**config.mk**
```make
export PLATFORM = sky130hd
export DESIGN_NAME = ones_comp_deser
export DESIGN_NICKNAME = d
export VERILOG_FILES = /design/src/rtl/ones_comp_deser.sv
export SDC_FILE = /design/constraint.sdc
export NUM_CORES = 1
export LEC_CHECK = 0
export CAP_MARGIN = 20
export CORE_MARGIN = 3
export CORE_UTILIZATION = 53
export DETAILED_ROUTE_END_ITERATION = 10
export PLACE_DENSITY_LB_ADDON = 0.25
export SYNTH_ARGS = -nofsm -noshare
export SYNTH_HDL_FRONTEND = slang
export SYNTH_SLANG_ARGS = --single-unit
```
**constraint.sdc**
```tcl
create_clock -name clk -period 2.01 [get_ports clk]
set_input_delay 0.5025 -clock clk [delete_from_list [all_inputs] [get_ports clk]]
set_output_delay 0.5025 -clock clk [all_outputs]
set_load 0.03 [all_outputs]
```
**src/rtl/ones_comp_deser.sv**
```systemverilog
// ones_comp_deser: receive side of the serial one's-complement link.
// Un-complements an LSB-first framed bit stream, assembles WIDTH-bit words
// and hands them to the consumer over a valid/ready register, flagging any
// completed word that had to be dropped because the previous one was not
// yet taken.
module ones_comp_deser #(
   parameter int WIDTH = 8,
   parameter int CNT_W = 5
) (
   input  logic             clk,
   input  logic             rst,
   input  logic             in_data,
   input  logic             in_valid,
   input  logic             in_sof,
   output logic [WIDTH-1:0] out_word,
   output logic             out_valid,
   input  logic             out_ready,
   output logic             overrun
);

   typedef enum logic {
      IDLE,
      SHIFT
   } state_t;

   state_t           state;
   state_t           state_next;
   logic [CNT_W-1:0] count;
   logic [CNT_W-1:0] count_next;
   logic [WIDTH-1:0] shift_reg;
   logic [WIDTH-1:0] shift_next;
   logic             complete;
   logic [WIDTH-1:0] word_next;
   logic             valid_next;
   logic             overrun_next;

   // Frame tracking: start on in_sof, capture restored bits by index, finish at WIDTH-1
   always_comb begin
      state_next = state;
      count_next = count;
      shift_next = shift_reg;
      complete   = 1'b0;
      if (in_valid) begin
         case (state)
            IDLE: begin
               if (in_sof) begin
                  shift_next    = '0;
                  shift_next[0] = ~in_data;
                  count_next    = CNT_W'(1);
                  state_next    = SHIFT;
               end
            end
            SHIFT: begin
               if (in_sof) begin
                  shift_next    = '0;
                  shift_next[0] = ~in_data;
                  count_next    = CNT_W'(1);
               end else begin
                  for (int i = 0; i < WIDTH; i++) begin
                     if (count == CNT_W'(i)) begin
                        shift_next[i] = ~in_data;
                     end
                  end
                  if (count == CNT_W'(WIDTH - 1)) begin
                     complete   = 1'b1;
                     count_next = '0;
                     state_next = IDLE;
                  end else begin
                     count_next = count + CNT_W'(1);
                  end
               end
            end
            default: begin
               state_next = IDLE;
               count_next = '0;
            end
         endcase
      end
   end

   // Output register: load when free or being emptied, otherwise drop and flag overrun
   always_comb begin
      word_next    = out_word;
      valid_next   = out_valid;
      overrun_next = 1'b0;
      if (complete) begin
         if (!out_valid || out_ready) begin
            word_next  = shift_next;
            valid_next = 1'b1;
         end else begin
            overrun_next = 1'b1;
         end
      end else if (out_valid && out_ready) begin
         valid_next = 1'b0;
      end
   end

   // State and data registers, cleared asynchronously by the active-low reset
   always_ff @(posedge clk or negedge rst) begin
      if (!rst) begin
         state     <= IDLE;
         count     <= '0;
         shift_reg <= '0;
         out_word  <= '0;
         out_valid <= 1'b0;
         overrun   <= 1'b0;
      end else begin
         state     <= state_next;
         count     <= count_next;
         shift_reg <= shift_next;
         out_word  <= word_next;
         out_valid <= valid_next;
         overrun   <= overrun_next;
      end
   end

endmodule

```
==> metrics.csv <==
metric,value,unit
power.total,1.25,mW
ys_seq_elements,23,
numCtsBuffers,3,
portBuffers,15,
yosysUniqueCellTypes,32,
path_buf_inv,1,
routed_wl,2220,um
cts_htree_levels,1,
grt_pass1_vias,865,
finalSetupViolCount,0,
cts_root_buffer,clkbuf_4,
switching_share,35.9,%
synth.net_count,114,
finalCriticalPeriod,1870,ps
cts_tree,done,
async_flop_share,100,%
max_freq,535,MHz
num_rows,16,
dp_slack,-65.1,ps
p_leak,0.679,nW
peakVddDrop,593,uV
hp-class,reg -> reg,
drc,0,
cp-start-kind,register,
grt_overflow_total,0,
cpPeakStageDelay,680,ps
crit_chain,clkdlybuf4s50_1,
num_vias,870,
synth_area_leaders,"dfrtp_1 (49%), mux2_2 (7.6%), a32o_1 (4.2%)",
area_delta_synth_final,20.8,%
largest_register_ffs,8,
drt_iter0_markers,18,
yosysTopAreaCell,dfrtp_1,
slowest_stage,clkdlybuf4s50_1,
switching_power,0.448,mW
synth_top_area_share,48.6,%
path_max_fanout,2,
die_height,53.3,um
crit_arrival,1370,ps
cap_violations,0,
drive_above_1_share,23.0,%
synth_most_common_cell,dfrtp_1,
synth_cells,104,
final_max_slew_viol_count,0,
power_density,873,nW/um^2
antenna_cells,0,
combPwrFrac,33.6,%
fin_crit_sh,93.0,%
clk_path_buf_depth,2,
grt_max_degree,24,
internal-power,0.801,mW
core,2040,um^2
synth_enable_flop_cells,0,
post_cts_resized,0,
fin_skew,0.795,ps
rsz0062_at_grt,false,
initial_utilization,58.0,%
drt_pass1_iterations,4,
dominantRegCellSynth,dfrtp_1,
dieArea,2840,um^2
ys_warn_count,0,
antenna_found_initial,0,
hold_viol_final,0,
ys_seq_area_share,48.6,%
clock_sinks,23,
die_x,53.3,um
insertion_delay,320,ps
synth_common_cells,"dfrtp_1 (23), mux2_2 (8), o21ai_0 (7)",
synth_area,1180,um^2
crit_type,reg -> out,
fin_nets,137,
status,"finished, final reports clean",
vias_per_cell,5.69,
ctsHoldBuffers,0,
gp_congestion,0.837,
relSlewSlack,77.5,%
avgSynthCellArea,11.4,um^2
wl_per_cell,14.5,um
fin_ws,140,ps
fin_util,70.1,%
crit_required,1510,ps
grt.total_usage,18.9,%
hold_ws,503,ps
io-pin-count,16,
grt_pass1_wl,3820,um
worstMarginPinSlew,336,ps
hpwl,1630,um
path_clk_slew,120,ps
post_cts_buffers,0,
ant_nets,0,
crit_family,buffers and inverters,
p_clk_share,17.4,%
cp-end-kind,output pin,
seqPwrFrac,49.0,%
==> logic make-up after synthesis <==
logic type / share of synthesized area [%]
and+or+nand+nor: 18.0
AOI/OAI and AO/OA: 16.7
buffers and inverters: 4.96
DFF: 48.6
adders and majority gates: 4.22
muxes: 7.60
==> worst register-to-register path: stages, from the launching register on <==
cell,delay (ps)
dfrtp_1,450
ha_1,270
and4bb_1,380
nand3_4,190
mux2_2,310
==> final cells by class <==
type | count | area [um^2]
fillers | 158 | 611
flip-flops and latches | 23 | 576
multi-input cells | 69 | 551
repair buffers | 25 | 225
well taps | 27 | 33.8
clock buffers | 3 | 22.5
inverters | 5 | 18.8
clock inverters | 1 | 5.00
==> worst paths after layout <==
kind / startpoint / endpoint / slack (ps) / depth (start not counted)
max: out_word[7]$_DFFE_PN0P_ / out_word[7] / 140 / 1
min: out_word[7]$_DFFE_PN0P_ / out_word[7]$_DFFE_PN0P_ / 500 / 2
max reg2reg: count[0]$_DFFE_PN0P_ / out_word[0]$_DFFE_PN0P_ / 320 / 4
min reg2reg: out_word[7]$_DFFE_PN0P_ / out_word[7]$_DFFE_PN0P_ / 500 / 2
max in group asynchronous: rst / shift_reg[0]$_DFF_PN0_ / 1270 / 2
min in group asynchronous: rst / overrun$_DFF_PN0_ / 520 / 2
==> power groups by stage <==
stage	registers, mW	clock network, mW	logic (mW)
after global placement	0.616	0	0.405
after floorplan	0.625	0	0.278
final	0.612	0.218	0.420
after global routing	0.631	0.245	0.462
after CTS	0.612	0.228	0.421
after detailed placement	0.621	0	0.416
==> per-stage QoR <==
stage | instances | setup TNS, ps | instance area (um^2)
2_1_floorplan | 104 | 0 | 1180
3_3_place_gp | 149 | -50.4 | 1400
3_5_place_dp | 149 | -422 | 1400
4_1_cts | 153 | 0 | 1430
5_1_grt | 153 | 0 | 1430
6_report | 153 | 0 | 1430
==> cells in the final DEF (no fill, tap or decap) <==
cell             synthesis  final
nor2_1                   5      5
o41ai_1                  1      1
nor3b_1                  1      1
dfrtp_1                 23     23
nand3b_1                 1      1
and4bb_2                 3      3
nand3_1                  1      1
nand2b_1                 2      2
nand4_1                  1      1
buf_4                    2     10
and4bb_1                 1      1
a22o_1                   2      2
and3b_1                  1      1
o21ai_0                  7      7
nand3_4                  1      1
a31oi_1                  1      1
a32o_1                   5      5
o21ai_1                  2      2
nor4b_2                  1      1
nand2_1                  6      6
and4bb_4                 1      1
mux2_2                   8      8
inv_1                    5      5
a21o_1                   2      2
ha_1                     4      4
clkdlybuf4s50_1          0     15
clkbuf_4                 0      3
o41ai_2                  1      1
nor2b_1                  3      3
o21a_1                   1      1
clkinv_2                 0      1
and3_1                   1      1
o22ai_1                  1      1
a21oi_1                  5      5
==> metal layers <==
metal	vias to the layer above	share of wire, %	track usage (%)
met5	-	0	0
met4	0	1.7	10.2
met1	430	47	22.9
met2	13	49	31.2
met3	3	2.3	3.38
li1	424	-	-
Power figures use the tool's default switching activity.
==> edit 1: new RTL, same settings <==
Reset style: synchronous (`rst`), changed in one clocked block. Comments in the files are not updated.
--- a/src/rtl/ones_comp_deser.sv
+++ b/src/rtl/ones_comp_deser.sv
@@ -98,3 +98,3 @@
    // State and data registers, cleared asynchronously by the active-low reset
-   always_ff @(posedge clk or negedge rst) begin
+   always_ff @(posedge clk) begin
       if (!rst) begin
Behaviour: differs if rst is asserted again (counterexample within 10 cycles, from zero or initial values and one cycle with rst low); with rst held inactive, the same outputs for 10 cycles.
==> edit 1 against the original RTL <==
  * Routed wire length up 11%
  * Setup slack better by 21 ps
  * Sequential share of layout area is 5.3 points lower
  * Sequential cell count increased by 1
  * Final area shrank 3.8%
  * Area after synthesis decreased by 1.5%
  * Critical endpoint unchanged
  * Largest cell class is now multi-input gates
  * Core utilization shrank 2.0 points
  * Critical path depth stayed put
Power is not compared: it rests on default switching activity, and its combinational part moved more than twofold at a synthesized area within 25%.
==> edit 1: results (changes against the original RTL) <==
outcome: completed
flop2flop setup slack: 290 ps (-30 ps)
Routed WL per cell: 14.7 µm (+1.3%)
cell types occupying the most area after synthesis: sky130_fd_sc_hd__dfxtp_1, sky130_fd_sc_hd__o21ai_0, sky130_fd_sc_hd__nor2b_1
Post-CTS Resized: 0 (unchanged)
Worst Reg2Reg Path Length in Cells: 6 (+2)
source of the worst register-to-register timing path: count[1]
instance count after placement with tap cells included: 165 (+11%)
number of nets at the end of the flow: 153 (+12%)
number of buffers created by CTS: 3 (unchanged)
total nets after synthesis: 134 (+18%)
number of global-route vias before repair: 931 (+7.6%)
Synthesis Warnings: 0 (unchanged)
routability congestion estimate from global placement: 0.849 (+1.5%)
worst-skew pair later-pin latency: 310 ps
initial antenna violation count: 0 (unchanged)
Yosys cell types: 33 (+3.1%)
Worst EP arrival: 1350 ps (-20 ps)
Setup Skew: 5.33 ps (+4.53 ps)
top post-synthesis cells by count: sky130_fd_sc_hd__dfxtp_1, sky130_fd_sc_hd__o21ai_0, sky130_fd_sc_hd__nor2b_1
vias per cell: 5.77 (+1.5%)
HPWL Detailed: 1.83 mm (+13%)
measured slew at the worst slew-check pin: 508 ps (+172 ps)
share of cells above drive strength 1: 12.1% (-11 points)
Routed WL: 2.47 mm (+11%)
Hold Crit Endpoint: shift_reg[0]
share of synthesized area occupied by flip-flops and latches: 41.2% (-7.4 points)
Worst Hold Launch: shift_reg[0]
ANT cells: 0 (unchanged)
Synth async-reset ratio: 0% (-100 points)
global router's overall resource usage: 20.4% (+1.5 points)
drt first-iter violations: 23 (+5)
maximum number of pins on one net before global-route repair: 19 (-21%)
Avg Cell Area, Syn: 9.41 µm² (-17%)
capturing point of the worst reg2reg path: out_word[7]
first-pass GRT wire length: 4.17 mm (+9.2%)
## edit 1: changes by cell type after synthesis, sizes merged, moves of 6 or more
cell	unedited run	this run
mux2	8	0
a22oi	0	6
dfxtp	0	24
nor2b	3	11
dfrtp	23	0
o21ai	9	18
## edit 1: worst max path at each step
stage	startpoint	endpoint	slack [ps]
3_3_place_gp	in_valid	count[2]	60
5_1_grt	out_word[7]	out_word[7]	90
4_1_cts	out_word[4]	out_word[4]	140
3_5_place_dp	in_sof	out_word[4]	-3
2_1_floorplan	count[1]	out_word[2]	560
6_report	out_word[7]	out_word[7]	160
## edit 1: final cells by class
cell class | count | area [µm²]
fillers | 157 | 646
multi-input cells | 90 | 637
flip-flops and latches | 24 | 480
repair buffers | 20 | 188
well taps | 27 | 33.8
clock buffers | 3 | 22.5
inverters | 4 | 15.0
## edit 1: cell families after synthesis
logic type / after synthesis / share of synthesized area, %
compound gates: 45 / 23.5
simple gates: 39 / 25.1
flops: 24 / 41.2
buf+inv: 10 / 4.29
fa+ha+maj: 4 / 4.29
mux: 2 / 1.71
## edit 1: report_power, final
| group | switching (mW) | total (mW) | internal [mW] |
|---|---|---|---|
| clock network | 0.135 | 0.205 | 0.0701 |
| logic | 0.0314 | 0.0607 | 0.0293 |
| registers | 0.00635 | 0.486 | 0.480 |
## edit 1: through the flow
stage          power [mW]  setup WS (ps)  TNS [ps]  cell area (µm²)  hold slack [ps]
2_1_floorplan       0.529            564         0             1170              438
6_report            0.752            161         0             1380              491
4_1_cts             0.764            144         0             1380              485
5_1_grt             0.793           91.2         0             1380              531
3_5_place_dp        0.557          -2.58     -2.58             1350              465
3_3_place_gp        0.555           64.8         0             1350              458
## edit 1: metal layers
metal  vias up  share of wire, %  global-route usage, %
li1        483                 -                      -
met1       466                43                   25.0
met2        19                52                   33.7
met3         2               4.9                   7.04
met4         0              0.32                   5.53
met5         -                 0                      0
==> edit 2: new RTL, same settings <==
Made on the original files. Set the parameter `WIDTH` to 6 (it was 8).
--- a/src/rtl/ones_comp_deser.sv
+++ b/src/rtl/ones_comp_deser.sv
@@ -6,3 +6,3 @@
 module ones_comp_deser #(
-   parameter int WIDTH = 8,
+   parameter int WIDTH = 6,
    parameter int CNT_W = 5
Interface: changed (resized out_word); port bits go from 16 to 14. The function was not compared with the original's and may differ.
==> edit 2 against the original RTL <==
  * Non-clock buffer count fell by 6
  * Setup slack improved by 7.3 ps
  * Routed wire length fell by 3.9%
  * Power rose by 7.9%
  * Register-to-register slack got worse by 160 ps
  * Global-route usage rose by 1.6 points
  * Sequential share of layout area fell by 1.1 points
  * Largest power group unchanged
  * Largest cell class unchanged
  * Combinational power rose by 6.4%
  * Area after synthesis fell by 12%
  * Final area fell by 11%
  * Sequential cell count fell by 3
==> edit 2: results (changes against the original RTL) <==
total placed instance area: 1230 µm² (-13%)
instance count after placement with tap cells included: 140 (-6.0%)
HPWL Detailed: 1.55 mm (-5.0%)
total nets after synthesis: 110 (-3.5%)
PD cells: 1050 nW/µm² (+21%)
met2 routing resource usage after global routing: 33.9% (+2.7 points)
outcome: completed
sequential cell area: 500 µm² (-13%)
number of buffers outside the clock class in the layout: 19 (-24%)
Hold Crit Endpoint: out_word[1]
capturing point of the worst reg2reg path: out_word[2]
leakage power figure: 0.586 nW (-14%)
fraction of met3 tracks used by global routing: 3.56% (+0.18 points)
total area of multi-input combinational cells: 485 µm² (-12%)
utilization of the core after routing: 71.0% (+0.87 points)
GR Layer Usage met1: 23.8% (+0.97 points)
Fillers: 143 (-9.5%)
met2 wire length: 1.03 mm (-4.9%)
worst hold slack after final layout: 501 ps (-2.45 ps)
Met1 Wirelength: 919 µm (-12%)
vias per cell: 5.80 (+2.0%)
number of instances in the synthesized netlist: 100 (-3.8%)
PnR Total Power: 1.35 mW (+7.9%)
Multi-In Gates: 67 (-2.9%)
Clk network pwr share: 24.9% (+7.5 points)
count of inverters other than clock inverters in the layout: 9 (+4)
cell internal pwr: 0.899 mW (+12%)
maximum number of pins on one net before global-route repair: 21 (-13%)
Worst Hold Launch: out_word[1]
source of the worst register-to-register timing path: count[1]
global router's overall resource usage: 20.4% (+1.6 points)
fraction of synthesized area in multiplexers: 5.14% (-2.5 points)
CP startpoint: out_word[4]
Yosys cell types: 29 (-9.4%)
[edit 2: cell types whose count changed in the layout (fill, tap and decap cells not counted), moves of 3 or more]
cell,delta
sky130_fd_sc_hd__inv_1,+4
sky130_fd_sc_hd__dfrtp_1,-3
sky130_fd_sc_hd__nand2_1,+8
sky130_fd_sc_hd__and4bb_2,-3
sky130_fd_sc_hd__o21ai_0,+5
sky130_fd_sc_hd__o211ai_2,+3
sky130_fd_sc_hd__a32o_1,-5
sky130_fd_sc_hd__buf_4,-4
sky130_fd_sc_hd__mux2_2,-5
sky130_fd_sc_hd__nor2b_1,-3
sky130_fd_sc_hd__a211o_2,+3
[edit 2: how the worst max path moves through the flow]
stage	slack [ps]	cells after the start	to
floorplan	370	7	out_word[5]
global placement	120	4	out_word[5]
detailed placement	60	4	out_word[3]
CTS	140	1	out_word[4]
global route	3	5	out_word[5]
finish	150	1	out_word[4]
